### config.mk
export PLATFORM = sky130hd
export DESIGN_NAME = updown_counter_prm
export DESIGN_NICKNAME = d
export VERILOG_FILES = /design/src/rtl/updown_pkg.sv /design/src/rtl/updown_counter_prm_tick_prescaler.sv /design/src/rtl/updown_counter_prm.sv
export SDC_FILE = /design/constraint.sdc
export NUM_CORES = 1
export LEC_CHECK = 0
export CORE_MARGIN = 3
export CORE_UTILIZATION = 49
export CTS_BUF_LIST = sky130_fd_sc_hd__clkbuf_4 sky130_fd_sc_hd__clkbuf_8
export CTS_CLUSTER_SIZE = 25
export DETAILED_ROUTE_END_ITERATION = 16
export GPL_TIMING_DRIVEN = 0
export PLACE_DENSITY = 0.76
export SYNTH_ARGS = -nofsm -noshare
export SYNTH_HDL_FRONTEND = slang
export SYNTH_HIERARCHICAL = 1
export SYNTH_SLANG_ARGS = --single-unit
### constraint.sdc
create_clock -name clk -period 1.7 [get_ports clk]
set_input_delay 0.255 -clock clk [delete_from_list [all_inputs] [get_ports clk]]
set_output_delay 0.255 -clock clk [all_outputs]
set_load 0.05 [all_outputs]
### src/rtl/updown_pkg.sv
// Shared types and helpers for the parametrised up/down counter.
package updown_pkg;

  typedef enum logic {
    MODE_WRAP = 1'b0,
    MODE_SAT  = 1'b1
  } mode_e;

  localparam logic DIR_UP   = 1'b1;
  localparam logic DIR_DOWN = 1'b0;

  // A divide-by-one prescaler still needs a one-bit register to stay legal.
  function automatic int unsigned pre_width(input int unsigned n);
    return (n <= 1) ? 1 : $clog2(n);
  endfunction

endpackage

### src/rtl/updown_counter_prm_tick_prescaler.sv
// Free-running divide-by-TICK_DIV prescaler; tick is the combinational step strobe.
module tick_prescaler
  import updown_pkg::*;
#(
  parameter int unsigned TICK_DIV = 10_000_000
) (
  input  logic clk,
  input  logic rst_n,
  input  logic en,
  input  logic clr,
  output logic tick
);

  localparam int unsigned     PW       = pre_width(TICK_DIV);
  localparam logic [PW-1:0]   PRE_LAST = PW'(TICK_DIV - 1);

  logic [PW-1:0] pre_q;
  logic [PW-1:0] pre_d;

  assign tick = en && (pre_q == PRE_LAST);

  always_comb begin
    pre_d = pre_q;
    if (clr || tick) begin
      pre_d = '0;
    end else if (en) begin
      pre_d = pre_q + PW'(1);
    end
  end

  always_ff @(posedge clk or negedge rst_n) begin
    if (!rst_n) begin
      pre_q <= '0;
    end else begin
      pre_q <= pre_d;
    end
  end

endmodule

### src/rtl/updown_counter_prm.sv
// Up/down event counter with prescaler, programmable terminal value and wrap/saturate modes.
module updown_counter_prm
  import updown_pkg::*;
#(
  parameter int unsigned     WIDTH    = 8,
  parameter longint unsigned MAX_VAL  = (64'd1 << WIDTH) - 64'd1,
  parameter int unsigned     TICK_DIV = 10_000_000
) (
  input  logic             clk,
  input  logic             rst_n,
  input  logic             en,
  input  logic             dir,
  input  logic             sat,
  input  logic             load,
  input  logic [WIDTH-1:0] load_val,
  output logic [WIDTH-1:0] count,
  output logic             step,
  output logic             tc
);

  localparam logic [WIDTH-1:0] MAX_L = WIDTH'(MAX_VAL);

  logic             step_int;
  mode_e            mode;
  logic [WIDTH-1:0] count_q, count_d;
  logic             step_q, step_d;
  logic             tc_q, tc_d;

  assign mode = mode_e'(sat);

  tick_prescaler #(
    .TICK_DIV (TICK_DIV)
  ) u_prescaler (
    .clk   (clk),
    .rst_n (rst_n),
    .en    (en),
    .clr   (load),
    .tick  (step_int)
  );

  // Load beats a coincident step; terminal steps either wrap or hold at the end.
  always_comb begin
    count_d = count_q;
    step_d  = 1'b0;
    tc_d    = 1'b0;
    if (load) begin
      count_d = (load_val > MAX_L) ? MAX_L : load_val;
    end else if (step_int) begin
      step_d = 1'b1;
      if (dir == DIR_UP) begin
        if (count_q == MAX_L) begin
          tc_d    = 1'b1;
          count_d = (mode == MODE_SAT) ? MAX_L : '0;
        end else begin
          count_d = count_q + WIDTH'(1);
        end
      end else begin
        if (count_q == '0) begin
          tc_d    = 1'b1;
          count_d = (mode == MODE_SAT) ? '0 : MAX_L;
        end else begin
          count_d = count_q - WIDTH'(1);
        end
      end
    end
  end

  always_ff @(posedge clk or negedge rst_n) begin
    if (!rst_n) begin
      count_q <= '0;
      step_q  <= 1'b0;
      tc_q    <= 1'b0;
    end else begin
      count_q <= count_d;
      step_q  <= step_d;
      tc_q    <= tc_d;
    end
  end

  assign count = count_q;
  assign step  = step_q;
  assign tc    = tc_q;

endmodule

# Yosys cells after proc, flatten, opt, wreduce, memory -nomap -nowiden
# Cells that the tools add are included.
# op_classes
n_addsub	3
n_mul	0
n_div	0
magnitude_cmp	1
n_eq_ne	2
n_shift	0
n_mux	17
bitwise_logic	0
reduce_logical	5
# op_table
op	count
$mux W8	8
$mux W24	2
$add A24 B1 Y24 const B	1
$eq A24 B24 Y1 const B	1
$add A8 B1 Y8 const B	1
$eq A8 B8 Y1 const B	1
$gt A8 B8 Y1 const B	1
$logic_not A8 Y1	1
$sub A8 B1 Y8 const B	1
$mux W1	7
$reduce_bool A2 Y1	2
$logic_and A1 B1 Y1	1
$logic_or A1 B1 Y1	1
# word_totals
register_bits	34
latch_bits	0
ram_bits	0
romBits	0
inputBits	14
out_inout_bits	10
wordCells	32
memories	0

# Logic depth before layout (Yosys ltp)
# logic_depth
depth_word	5
ltp_mapped	9
ltp_nobuf	8

# Modules after synthesis
# Netlist, hierarchy kept.
# by_module_without_submodules
module	instances	cells_per_inst	area_each_um2	seq_area_each_um2
tick_prescaler	1	136	1295.0	600.6
updown_counter_prm	1	110	885.8	250.2

# Least setup slack after synthesis
# OpenSTA, ideal clock, no wires.
# synth_path
kind	register to register
startpoint	register count_q[0] (netlist: count[0])
endpoint	register count_q[1] (netlist: count[1])
setup_time_ns	0.064
arrival_time_ns	1.996
required_time_ns	1.636
slack_ns	-0.360
stages_incl_launch_ff	8
n_path_buf	0
period_less_slack_ns	2.060
cell_sequence	dfrtp_1 > inv_1 > ha_1 > nor4b_4 > nand2_2 > mux2_4 > a311oi_1 > a21o_1
# synth_between
elab_chain_len	5
word_cells_on_any_way	9
classes_between	add/sub (2); eq/ne (1); mux (5); reduce/logical (1)
# synth_lines
item	line	source
start: declaration	updown_counter_prm.sv:25	logic [WIDTH-1:0] count_q, count_d;
start signal: assignment	updown_counter_prm.sv:74	count_q <= count_d;
$sub A8 B1 Y8 (tied with other cells)	updown_counter_prm.sv:62	count_d = count_q - WIDTH'(1);
$mux W8 (on tied branches)	updown_counter_prm.sv:58, updown_counter_prm.sv:51	
$mux W8 *	updown_counter_prm.sv:50	if (dir == DIR_UP) begin
$mux W8 *	updown_counter_prm.sv:48	end else if (step_int) begin
$mux W8 *	updown_counter_prm.sv:46	if (load) begin
# Mark *: on every way between the ends. The rest lies on a longest branch, timed or not. The select of a mux whose other input is x is not followed.
# A chain may end at the register's enable or synchronous reset.

# Worst setup path in the final report
# layout_path
startpoint	register u_prescaler.pre_q[1]
endpoint	register count_q[6] (netlist: count[6])
# layout_between
elab_chain_len	3
# layout_lines
item	line	source
start: declaration	updown_counter_prm_tick_prescaler.sv:17	logic [PW-1:0] pre_q;
start signal: assignment	updown_counter_prm_tick_prescaler.sv:35	pre_q <= pre_d;
$eq A24 B24 Y1	updown_counter_prm_tick_prescaler.sv:20	assign tick = en && (pre_q == PRE_LAST);
$logic_and A1 B1 Y1	updown_counter_prm_tick_prescaler.sv:20	
via step_int	updown_counter_prm.sv:23	logic step_int;
$reduce_bool A2 Y1 (no line)	-	
# The timed path passes the listed nets, and every way through them passes these cells.

==> flow_summary.rst <==
.. list-table::
   :header-rows: 1

   * - Metric
     - Value
   * - Die boundary width
     - 72.7 µm
   * - Portion of the clock cycle consumed by the worst path in the final layout
     - 113%
   * - Main flop type after synthesis
     - dfrtp_1
   * - Post-Synth XOR/XNOR Area
     - 6.02%
   * - Clock tree from TritonCTS
     - built
   * - Post-route clock skew
     - 0.00569 ns
   * - Routed WL per cell
     - 16.7 µm
   * - Count of buffers from port buffering
     - 22
   * - Post-synthesis share of cell area spent on full adders, half adders and majority gates
     - 2.29%
   * - Timing-limited maximum frequency
     - 522 MHz
   * - Average via count per standard cell
     - 6.08
   * - Initial core utilization
     - 52.6%
   * - Data required time of the critical path
     - 1.88 ns
   * - Setup repair after global routing missed its margin
     - true
   * - Maximum number of pins on one net before global-route repair
     - 35
   * - Via total after detailed routing
     - 2159
   * - Full die area
     - 5290 µm²
   * - Power density relative to cell area
     - 627 nW/µm²
   * - Largest area contributor in the netlist
     - dfrtp_1
   * - Final critical-path setup slack
     - -0.214 ns
   * - Static leakage
     - 0.00127 µW
   * - Latest clock arrival within the worst-skew pair
     - 0.29 ns
   * - Maximum fanout encountered on the critical timing path
     - 4
   * - Post-synthesis instance area
     - 2180 µm²
   * - Leading post-synthesis cells by instance count
     - dfrtp_1 (34), nor2_1 (29), nand2_1 (24)
   * - Final critical delay including setup and external delays
     - 1.91 ns
   * - Main combinational cell family by area after synthesis
     - simple AND/OR/NAND/NOR gates
   * - Final core area utilization
     - 74.4%
   * - Placed cell area
     - 2510 µm²
   * - Result of the run
     - finished, violations left
   * - Met2 WL post-DR
     - 2780 µm
   * - Yosys synthesis warning count
     - 6
   * - Worst supply voltage drop on vdd
     - 0.466 mV
   * - Area growth from synthesis to layout
     - 41.4%
   * - HPWL after DPL
     - 3480 µm
   * - Total Nets Final
     - 322
   * - Non-filler cells, final
     - 355
   * - Top-count cell post-synth
     - dfrtp_1
   * - Syn nets
     - 264
   * - Count of final hold-check violations
     - 0
   * - Simple-gate portion of the synthesized area
     - 30.0%
   * - Worst min-delay path class
     - in2async
   * - Clock input transition at the sequential cells of the worst setup and hold paths
     - 0.07 ns
   * - Post-route cell area
     - 3080 µm²
   * - Clk root buf
     - clkbuf_8
   * - Total global routing track utilization
     - 22.8%
   * - Cell types occupying the most area after synthesis
     - dfrtp_1 (39%), nor2_1 (5.0%), nand2_1 (4.1%)
   * - GR Overflow Total
     - 0
   * - Floorplan row count
     - 23
   * - Placed cell count
     - 318
   * - Clock buffer depth
     - 2
   * - Uppermost metal layer occupied by signal nets
     - met4
   * - Metal1 wirelength
     - 2650 µm
   * - Setup TNS after final layout
     - -2.73 ns
   * - Post-synthesis sequential element count
     - 34
   * - Crit path capture type
     - register
   * - Total clock sinks
     - 34
   * - Data arrival time of the worst path
     - 2.10 ns
   * - Y dimension of the die
     - 72.7 µm
   * - Level count of the clock H-tree
     - 2
   * - Number of violations of the max-capacitance limit
     - 0
   * - I/O pins
     - 24
   * - Async S/R FF share, synth
     - 100%
   * - Number of DRC violations after detailed-routing iteration 0
     - 126
   * - Synth Instances
     - 246
   * - Global-route wire length before repair
     - 9350 µm
   * - Number of global-route vias before repair
     - 2056
   * - Total of hold buffers inserted after clock tree synthesis
     - 0
   * - Total of endpoints with negative setup slack in the final report
     - 32
   * - Worst slew margin relative to its limit
     - 49.8%
   * - DRC Markers
     - 0
   * - Sum of met3 wire segment lengths after detailed routing
     - 397 µm
   * - Path type of the worst setup path
     - reg2reg
   * - Post-synthesis mux area share
     - 2.07%
   * - Final Max Slew Viols
     - 0
   * - Share of the synthesized area in compound gates (AO/OA/AOI/OAI)
     - 15.4%
   * - Total wirelength of the detailed-routed design
     - 5930 µm
   * - Antenna violations before repair
     - 0
   * - Count of flip-flops with a built-in enable after synthesis
     - 0
   * - Syn avg cell area
     - 8.87 µm²
   * - Worst Tran Pin Value
     - 0.753 ns
   * - Violations in the final reports
     - negative setup slack
   * - Detailed-routing iteration count for the pre-antenna-repair pass
     - 4
   * - Floorplan core area
     - 4140 µm²
   * - Share of post-route cells with drive strength above 1
     - 37.0%
   * - Worst hold slack after final layout
     - 0.0269 ns
   * - Fraction of the yosys area taken by sequential cells
     - 39.0%
   * - Setup crit start kind
     - register
   * - Library cells used by synthesis
     - 57
   * - Clock buffer count from CTS
     - 5
   * - Synth top area share
     - 39.0%
   * - Residual antenna-violating net count after detailed routing
     - 0
   * - Antenna Cells
     - 0
   * - Global placement routability congestion
     - 0.920
==> area by class of cell <==
class                           count  area, µm²
Buffer                             14        118
Clock buffer                        8       91.3
Fill cell                         297       1060
Inverter                            9       36.3
Multi-Input combinational cell    188       1450
Sequential cell                    34        863
Tap cell                           50       62.6
Timing Repair Buffer               52        462
==> flip-flops by register name, indices dropped and copies added, names as in the netlist <==
name	cells
u_prescaler/pre_q	24
count	8
step	1
tc	1
==> repair_timing <==
item | CTS | global route
hold endpoints to repair | 0 | 0
pin swaps | 10 | 12
resized for setup | 32 | 52
setup endpoints to repair | 39 | 32
cloned | 3 | 0
setup buffers | 21 | 6
==> metal layers <==
layer  vias to the layer above  track usage [%]
li1                       1015                -
met1                      1052             31.3
met3                        13             6.47
met5                         -                0
met4                         0             7.17
met2                        79             35.0
==> worst max-delay path: stages (launching register included) <==
cell     delay (ns)
dfrtp_1        0.39
ha_2           0.22
and3_4         0.23
nand2_4        0.08
nor3_4         0.26
nor2b_4        0.24
nand2_4        0.09
o31a_1         0.30
==> cell families (layout without fill, tap and decap cells) <==
logic type	count (synthesis)	count (layout)
flip-flops	34	34
buffers and inverters	24	83
multiplexers	4	4
XOR/XNOR	15	15
AO/OA/AOI/OAI	52	52
adder cells (fa/ha/maj)	4	4
AND/OR/NAND/NOR	113	113
==> stage by stage <==
| stage | worst slack, ns | power, µW |
|---|---|---|
| global route | -0.281 | 2020 |
| detailed placement | -0.414 | 1220 |
| global placement | -0.496 | 1220 |
| finish | -0.214 | 1930 |
| floorplan | -0.168 | 1100 |
| CTS | -0.195 | 1880 |
==> where the power goes <==
part           internal (µW)  switching, µW  leakage (µW)
clock network            339            287     0.0000498
logic                    188            250      0.000774
registers                833           35.0      0.000445
==> cell usage in the layout, fill, tap and decap left out, drive strengths merged, types with 4 or more instances in the layout <==
cell           instances
a21oi                 14
a31oi                  4
and4                   7
buf                   39
clkbuf                14
clkdlybuf4s50         13
dfrtp                 34
dlygate4sd2            7
ha                     4
inv                    9
nand2                 25
nand3                  8
nand4                  7
nor2                  29
nor3                   4
nor4                   7
o21ai                 10
o31ai                  8
or3                    6
or4                    6
xnor2                  9
xor2                   6
==> path summary, 6_finish.rpt <==
kind	endpoint	startpoint	slack (ns)	depth (start not counted)
worst max-delay path	count[6]	u_prescaler/pre_q[1]	-0.21	7
worst min-delay path	u_prescaler/pre_q[22]	rst_n	0.03	1
worst max register to register	count[6]	u_prescaler/pre_q[1]	-0.21	7
worst min register to register	u_prescaler/pre_q[23]	u_prescaler/pre_q[23]	0.55	2
max in group asynchronous	u_prescaler/pre_q[11]	rst_n	1.14	1
min in group clk	u_prescaler/pre_q[2]	en	0.39	4
Power figures use the tool's default switching activity.
